**src/rtl/mips_fetch_regs.sv**
```systemverilog
// rtl/mips_fetch_regs.sv - PC/IR/MDR/ALUOut datapath registers and fetch wait FSM for a multicycle MIPS
module mips_fetch_regs #(
    parameter logic [31:0] RESET_PC = 32'h0000_0000,
    parameter logic [31:0] RESET_IR = 32'h0000_0000,
    parameter int unsigned MAX_WAIT = 15
) (
    input  logic        clock,
    input  logic        rst,
    input  logic        PC_write,
    input  logic        Branch,
    input  logic        zero,
    input  logic        Pc_src_mux,
    input  logic        lorD_mux,
    input  logic        IR_write,
    input  logic [31:0] alu_result,
    input  logic [31:0] mem_rdata,
    input  logic        mem_ready,
    output logic [31:0] mem_addr,
    output logic [31:0] pc,
    output logic [31:0] alu_out,
    output logic [31:0] instr,
    output logic [5:0]  op,
    output logic [5:0]  Funct,
    output logic [4:0]  rs,
    output logic [4:0]  rt,
    output logic [4:0]  rd,
    output logic [31:0] imm_sext,
    output logic [31:0] mdr,
    output logic        ir_valid,
    output logic        stall,
    output logic        mem_err
);

    typedef enum logic {
        S_IDLE = 1'b0,
        S_WAIT = 1'b1
    } state_t;

    localparam logic [7:0] WAIT_LIMIT = 8'(MAX_WAIT);

    state_t      state;
    logic [7:0]  wait_cnt;
    logic [31:0] req_addr;
    logic        pc_load;

    assign pc_load  = PC_write | (Branch & zero);

    // The address is frozen while a fetch is pending so PC moves cannot disturb it.
    assign mem_addr = (state == S_WAIT) ? req_addr : (lorD_mux ? alu_out : pc);

    assign op       = instr[31:26];
    assign rs       = instr[25:21];
    assign rt       = instr[20:16];
    assign rd       = instr[15:11];
    assign Funct    = instr[5:0];
    assign imm_sext = {{16{instr[15]}}, instr[15:0]};

    always_ff @(posedge clock or negedge rst) begin
        if (!rst) begin
            pc       <= RESET_PC;
            instr    <= RESET_IR;
            alu_out  <= 32'd0;
            mdr      <= 32'd0;
            ir_valid <= 1'b0;
            stall    <= 1'b0;
            mem_err  <= 1'b0;
            state    <= S_IDLE;
            wait_cnt <= 8'd0;
            req_addr <= 32'd0;
        end else begin
            alu_out <= alu_result;
            if (pc_load) begin
                pc <= Pc_src_mux ? alu_out : alu_result;
            end
            if (mem_ready) begin
                mdr <= mem_rdata;
            end
            case (state)
                S_IDLE: begin
                    if (IR_write) begin
                        if (mem_ready) begin
                            instr    <= mem_rdata;
                            ir_valid <= 1'b1;
                        end else begin
                            req_addr <= mem_addr;
                            wait_cnt <= 8'd1;
                            stall    <= 1'b1;
                            state    <= S_WAIT;
                        end
                    end
                end
                S_WAIT: begin
                    if (mem_ready) begin
                        instr    <= mem_rdata;
                        ir_valid <= 1'b1;
                        stall    <= 1'b0;
                        state    <= S_IDLE;
                    end else if (wait_cnt == WAIT_LIMIT) begin
                        mem_err  <= 1'b1;
                        stall    <= 1'b0;
                        state    <= S_IDLE;
                    end else begin
                        wait_cnt <= wait_cnt + 8'd1;
                    end
                end
                default: begin
                    stall <= 1'b0;
                    state <= S_IDLE;
                end
            endcase
        end
    end

endmodule

```
**config.mk**
```make
export PLATFORM = sky130hd
export DESIGN_NAME = mips_fetch_regs
export DESIGN_NICKNAME = d
export VERILOG_FILES = /design/src/rtl/mips_fetch_regs.sv
export SDC_FILE = /design/constraint.sdc
export NUM_CORES = 1
export LEC_CHECK = 0
export ABC_AREA = 1
export CAP_MARGIN = 20
export CELL_PAD_IN_SITES_DETAIL_PLACEMENT = 1
export CELL_PAD_IN_SITES_GLOBAL_PLACEMENT = 1
export CORE_UTILIZATION = 34
export DETAILED_ROUTE_END_ITERATION = 10
export PLACE_DENSITY_LB_ADDON = 0.1
export SETUP_SLACK_MARGIN = 0.3
export SLEW_MARGIN = 10
export SYNTH_ARGS = -nofsm -noshare
export SYNTH_HDL_FRONTEND = slang
export SYNTH_SLANG_ARGS = --single-unit
```
**constraint.sdc**
```tcl
create_clock -name clock -period 2.6 [get_ports clock]
set_input_delay 0.78 -clock clock [delete_from_list [all_inputs] [get_ports clock]]
set_output_delay 0.78 -clock clock [all_outputs]
set_load 0.03 [all_outputs]
```
# Yosys cells after proc, flatten, opt, wreduce, memory -nomap -nowiden

Cells that the tools add are included.

Bits of input ports: 73
Bits in registers: 172

$add $sub $neg: 1
Reduce and logical (&&, ||, !) cells: 4
Bitwise operators: 4
Muxes and demuxes: 24
Eq/ne operators: 6

Operators by type and width:

| operator            | count |
|---|---|
| $mux 32             | 5 |
| $pmux 32 s2         | 1 |
| $mux 8              | 4 |
| $pmux 8 s2          | 1 |
| $mux 1              | 10 |
| $reduce_and 3->1    | 3 |
| $add 8x1->8 const B | 1 |
| $eq 8x4->1 const B  | 1 |
| $ne 2x2->1 const B  | 4 |
| $pmux 1 s2          | 3 |
| $reduce_and 4->1    | 1 |
| $ne 3x2->1 const B  | 1 |
| $not 1->1           | 2 |
| $and 1x1->1         | 1 |
| $or 1x1->1          | 1 |

# Depth between registers and ports, before layout

Gate-level depths: netlist of the first run.

Depth in word-level cells: 4
Mapped depth: 8
Mapped depth without buffers: 8

# Worst setup path before layout of the first run

Ideal clock, no wire load.

Path kind: input -> output
Start point: input lorD_mux
End point: output mem_addr[10]
Slack: 138 ps
Data required time: 1820 ps
Stages: 5
Arrival time: 1682 ps
Cell sequence: buf_2 clkbuf_1 o21ai_0 nand2_1 o21ai_0

Word-level cells in the longest chain between the ends: 2

RTL lines:

| element              | RTL line | text |
|---|---|---|
| start, declared      | 13       | `input logic lorD_mux,` |
| $mux 32 (2 in a row) | 49       | `assign mem_addr = (state == S_WAIT) ? req_addr : (lorD_mux ? alu_out : pc);` |
| end, declared        | 18       | `output logic [31:0] mem_addr,` |

Every way passes these cells.

# Final worst setup path of the first run

Start point: input lorD_mux
End point: output mem_addr[22]

Same word-level chain as after synthesis.

==> metrics.md, run 1 <==
| Metric | Value |
|---|---|
| Status | `finished, final reports clean` |
| Worst Skew | `about 14 ps` |
| Tightest Pin Transition | `about 540 ps` |
| Nets@finish | `~1.2k` |
| Power Dens Cells | `approximately 700 mW/mm²` |
| #FFs+latches synth | `~170` |
| Worst-path clk slew | `80 ps` |
| DR vias | `just over 7k` |
| Max Clock Freq | `a little over 400 MHz` |
| Number of port buffers | `roughly 300` |
| Pwr Total | `just under 9 mW` |
| Root buf cell | `clkbuf_16` |
| CTS Hold Bufs | `0` |
| Crit start category | `input pin` |
| Most common cell after layout, fill and taps aside | `dfrtp_1` |
| Total CTS buffers | `17` |
| Per-cell routed wire length | `between 15 and 20 µm` |
| Max cap viols | `0` |
| Sink Count | `172` |
| Max VDD drop | `approximately 0.45 mV` |
| Routed Antenna Nets | `0` |
| Post-Syn Nets | `between 900 and 1k` |
| Core ar. | `0.0221 mm²` |
| Final hold violation count | `0` |
| Met2 Wirelength | `approximately 14 mm` |
| Total global-route track usage | `0.237` |
| Largest net degree at the start of global routing | `66` |
| Leak | `6.63 nW` |
| Drt drc | `0` |
| Post-synthesis sequential area ratio | `0.555` |
| Setup violators final | `0` |
| Max transition margin | `0.640` |
| Critical setup path kind | `input pin to output pin` |
| Syn Inst Count | `roughly 900` |
| H-tree Lvls | `4` |
| Clock Tree Buf Depth | `2` |
| Initial antenna violation count | `2` |
| Synth unique cells | `24` |
| Layout cells sized above 1 | `0.197` |
| Worst-Skew Late Latency | `between 400 and 500 ps` |
| Global-route wire length before repair | `approximately 43 mm` |
| Highest Signal Layer | `met5` |
| Die ar. | `about 0.023 mm²` |
| DRT Wirelength | `27.4 mm` |
| Average cell area after synthesis | `approximately 8.6 µm²` |
| Fin crit period | `about 2500 ps` |
| Die Y | `~150 µm` |
| Worst Path Required | `approximately 1800 ps` |
| Met1 wire length | `10.9 mm` |
| DR WL met3 | `between 2 and 2.5 mm` |
| Vias per inst | `around 4.8` |
| Routability congestion estimate from global placement | `approximately 0.8` |
| I/O pin count | `about 300` |
| Area growth, synth to finish | `63.0%` |
| Ys Warns | `0` |
| Final worst path period share | `0.944` |
| FP Rows | `54` |
| Critical Path Sink Type | `output pin` |
| DP Wirelength | `17.1 mm` |
| Worst EP arrival | `1670 ps` |
| Setup_tns | `0 ps` |
| Min-delay worst type | `input pin to asynchronous set/reset pin` |
| Final Max Tran Viols | `0` |
| Grt ovf | `0` |
| TritonRoute pass-1 iters | `4` |
| Mapped cell area | `between 0.007 and 0.008 mm²` |
| Most frequent cells in the layout | `dfrtp_1 (170), nand2_1 (155), inv_1 (135), clkdlybuf4s50_1 (124), o21ai_0 (96)` |
| CTS tree | `yes` |
| CP Max Fanout | `7` |
| Initial Util | `0.351` |
| Via count of the first global-routing pass | `between 7k and 8k` |
| Fillers | `approximately 2.4k` |
| RSZ-0062 raised after global routing | `true` |
| Die W | `approximately 150 µm` |
| DRT iter0 DRCs | `~230` |
## area by class of cell
class	count	area [µm²]	share of cell area
clock inverter	14	114	0.00900
multi-input combinational	487	2890	0.229
tap	280	350	0.0277
sequential	172	4310	0.341
inverter	137	519	0.0411
antenna	1	2.50	0.000198
clock buffer	18	439	0.0347
timing repair buffer	353	4020	0.318
## metal layers
layer / up-vias / GRT usage
met5: - / 0
met4: 2 / 0.0712
met3: 32 / 0.0794
met2: 229 / 0.408
met1: 3459 / 0.278
li1: 3342 / -
## per-stage QoR
stage / hold slack (ps) / util / cells / worst slack (ps) / area, µm²
4_1_cts: 299 / 0.546 / 1451 / 152 / 12100
5_1_grt: 309 / 0.572 / 1461 / 112 / 12600
2_1_floorplan: 481 / - / 904 / 171 / 7890
3_5_place_dp: 450 / 0.490 / 1397 / 39.0 / 10800
6_report: 267 / 0.572 / 1462 / 147 / 12600
3_3_place_gp: 447 / 0.490 / 1397 / 32.8 / 10800
## cell families after synthesis
group | after synthesis | share of synthesized area
AND/OR/NAND/NOR | 256 | 0.130
buffers and inverters | 245 | 0.153
AO/OA/AOI/OAI | 230 | 0.161
flip-flops | 172 | 0.555
adder cells (fa/ha/maj) | 1 | 0.00161
## state kept, by name, summed over array words and instances (netlist names)
register and flops:
req_addr 32, pc 32, wait_cnt 8, mem_err 1
alu_out 32, mdr 32, instr 32, state 1
stall 1, ir_valid 1
## repair_timing
item / CTS / global route
buffers inserted: 11 / 9
cloned: 11 / 1
pin swaps: 8 / 32
endpoints found under the hold margin: 0 / 0
endpoints found under the setup margin: 106 / 98
gates resized for setup: 177 / 136
## synth_stat cells
cell type	count	area (µm²)
a31oi_1	1	6.26
o21ai_1	2	10.0
o21bai_4	1	18.8
nand3_4	1	17.5
nor2_1	48	180
nand3_1	13	65.1
o21ai_0	159	796
clkbuf_1	18	67.6
o31ai_1	1	7.51
a21oi_1	33	165
o211ai_1	32	240
dfrtp_1	172	4300
inv_2	2	7.51
buf_1	3	11.3
nor3_1	2	10.0
buf_4	63	473
ha_1	1	12.5
buf_2	23	115
nand2_4	1	11.3
inv_1	135	507
nand2_1	190	713
nand3_2	1	10.0
clkbuf_2	1	5.00
a21o_1	1	7.51
## power by group
| group | total (mW) | leakage (nW) | internal (mW) | switching [mW] |
|---|---|---|---|---|
| logic | 3.20 | 4.32 | 1.26 | 1.94 |
| registers | 3.21 | 2.04 | 3.00 | 0.208 |
| clock network | 2.45 | 0.271 | 1.27 | 1.18 |
| total | 8.86 | 6.63 | 5.54 | 3.32 |
## final timing paths
kind	from	endpoint	slack, ps	cells after the start
max in group asynchronous	rst	pc[28]	1600	2
worst max-delay path	lorD_mux	mem_addr[22]	150	7
worst max register to register	state	req_addr[21]	790	8
worst min-delay path	rst	pc[18]	270	1
worst min register to register	ir_valid	ir_valid	460	2
min in group clock	ir_valid	ir_valid	460	2
## critical path, cell delays in order
cell and delay (ps):
buf_16 130, buf_12 150, buf_16 150, o21ai_4 140, nand2_2 80, o21ai_2 80
buf_6 160
Power figures use the tool's default switching activity.
==> inputs of run 2 (changes only) <==
==> constraint.sdc (replaced) <==
create_clock -name clock -period 2.6 [get_ports clock]
set_input_delay 0.52 -clock clock [delete_from_list [all_inputs] [get_ports clock]]
set_output_delay 0.52 -clock clock [all_outputs]
set_load 0.03 [all_outputs]
==> run 2 against run 1 <==
Sequential share of layout area grew 4.6 points. Highest routed layer unchanged. Largest cell class unchanged. Clock power rose by 2%. Clock skew decreased by 2.4 ps. Worst setup slack better by 220 ps. Worst hold slack worse by 250 ps. Global-route usage is 3.8 points lower. Die area unchanged. Combinational power is 15% lower.
==> metrics.md, run 2 (synthesis results as in run 1) <==
| Metric | Value |
|---|---|
| Status | `finished, final reports clean` |
| Final worst setup slack | `about 360 ps` |
| DP Area | `around 0.011 mm²` |
| Setup_tns | `0 ps` |
| Initial antenna violation count | `1` |
| Die W | `between 150 and 200 µm` |
| Min-delay worst type | `input pin to asynchronous set/reset pin` |
| I/O pin count | `295` |
| Final worst path period share | `0.861` |
| Placement Setup Slack | `between 400 and 500 ps` |
| DRT iter0 DRCs | `between 200 and 300` |
| Max transition margin | `0.683` |
| Core ar. | `between 0.02 and 0.025 mm²` |
| Fin cells | `1416` |
| Most common cell after layout, fill and taps aside | `clkdlybuf4s50_1` |
| Number of port buffers | `a little under 300` |
| DRT Wirelength | `22.5 mm` |
| Cell family with most CP delay | `buffers and inverters` |
| Largest net degree at the start of global routing | `73` |
| # placed instances | `around 1.4k` |
| Worst Path Required | `~2100 ps` |
| CP Max Fanout | `20` |
| Final hold violation count | `0` |
| Clock Tree Buf Depth | `2` |
| Post-CTS Resized | `6` |
| Tightest Pin Transition | `475 ps` |
| Die ar. | `0.0234 mm²` |
| Grt ovf | `0` |
| Via count of the first global-routing pass | `approximately 6.7k` |
| Slowest stage delay, CP | `approximately 750 ps` |
| Setup violators final | `0` |
| FP Rows | `54` |
| Final Max Tran Viols | `0` |
| Design area | `approximately 0.011 mm²` |
| Vias per inst | `~4.7` |
| Postcts setup bufs | `0` |
| H-tree Lvls | `4` |
| Total global-route track usage | `0.198` |
| Initial Util | `0.351` |
| Routed Antenna Nets | `0` |
| Layout cells sized above 1 | `0.0792` |
| Fin util | `0.504` |
| Drt drc | `0` |
| Most frequent cells in the layout | `clkdlybuf4s50_1 (259), nand2_1 (190), dfrtp_1 (170), o21ai_0 (155), inv_1 (135)` |
| Worst Skew | `11.2 ps` |
| CTS tree | `yes` |
| Global-route wire length before repair | `36.6 mm` |
| Critical Path Sink Type | `output pin` |
| Root buf cell | `clkbuf_16` |
| # diodes | `0` |
| DP Wirelength | `between 15 and 20 mm` |
| RSZ-0062 raised after global routing | `false` |
| Area growth, synth to finish | `43.6%` |
| CTS Hold Bufs | `0` |
| Crit start category | `flop` |
| Fin crit period | `roughly 2200 ps` |
| Worst path slowest cell | `clkdlybuf4s50_1` |
| TritonRoute pass-1 iters | `4` |
| Max VDD drop | `between 0.4 and 0.5 mV` |
| WP buf/inv | `1` |
| Power Dens Cells | `approximately 750 mW/mm²` |
| DR vias | `6585` |
| Worst-Skew Late Latency | `between 400 and 500 ps` |
| Sink Count | `between 150 and 200` |
| Nets@finish | `1197` |
| Routability congestion estimate from global placement | `0.746` |
| Cell breakdown of the critical path | `clkdlybuf4s50_1` |
| Worst-path clk slew | `70 ps` |
| Critical setup path kind | `flop to output pin` |
| Die Y | `between 150 and 200 µm` |
| Total CTS buffers | `17` |
| Max Clock Freq | `roughly 450 MHz` |
| Fillers | `~2.6k` |
| Per-cell routed wire length | `15.9 µm` |
| Worst EP arrival | `1720 ps` |
| Leak | `5.22 nW` |
| Max cap viols | `0` |
-- run 2: path summary, 6_finish.rpt --
| path | startpoint | end | slack (ps) | depth (start not counted) |
|---|---|---|---|---|
| min | rst | pc[19] | 20 | 1 |
| max in group asynchronous | rst | mdr[0] | 1830 | 2 |
| max reg2reg | wait_cnt[0] | wait_cnt[4] | 1070 | 6 |
| min in group clock | ir_valid | ir_valid | 470 | 2 |
| max | instr[15] | imm_sext[27] | 360 | 1 |
| min reg2reg | ir_valid | ir_valid | 470 | 2 |
-- run 2: per-stage QoR --
step / power, mW / hold WS, ps
5_1_grt: 8.84 / 27.6
4_1_cts: 8.53 / 18.6
3_3_place_gp: 5.95 / 451
2_1_floorplan: 4.88 / 224
3_5_place_dp: 6.00 / 462
6_report: 8.41 / 16.5
-- run 2: cell type report --
cell class	count	area [µm²]	share of cell area
Inverter	137	517	0.0464
Clock buffer	20	457	0.0410
Sequential cell	172	4310	0.387
Clock inverter	12	111	0.00999
Timing Repair Buffer	308	3120	0.280
Multi-Input combinational cell	487	2280	0.205
Tap cell	280	350	0.0314
-- run 2: where the power goes --
part | internal [mW] | leakage, nW | switching, mW
clock network | 1.38 | 0.274 | 1.11
logic | 1.06 | 2.92 | 1.65
registers | 3.00 | 2.04 | 0.212
total | 5.44 | 5.22 | 2.96
-- run 2: per-layer routing --
metal  routed length, µm  track usage  up-vias
met4                 301       0.0587        2
met2               10500        0.319      219
met5                  11            0        -
met1                9920        0.251     3118
met3                1860       0.0678       21
li1                    -            -     3225
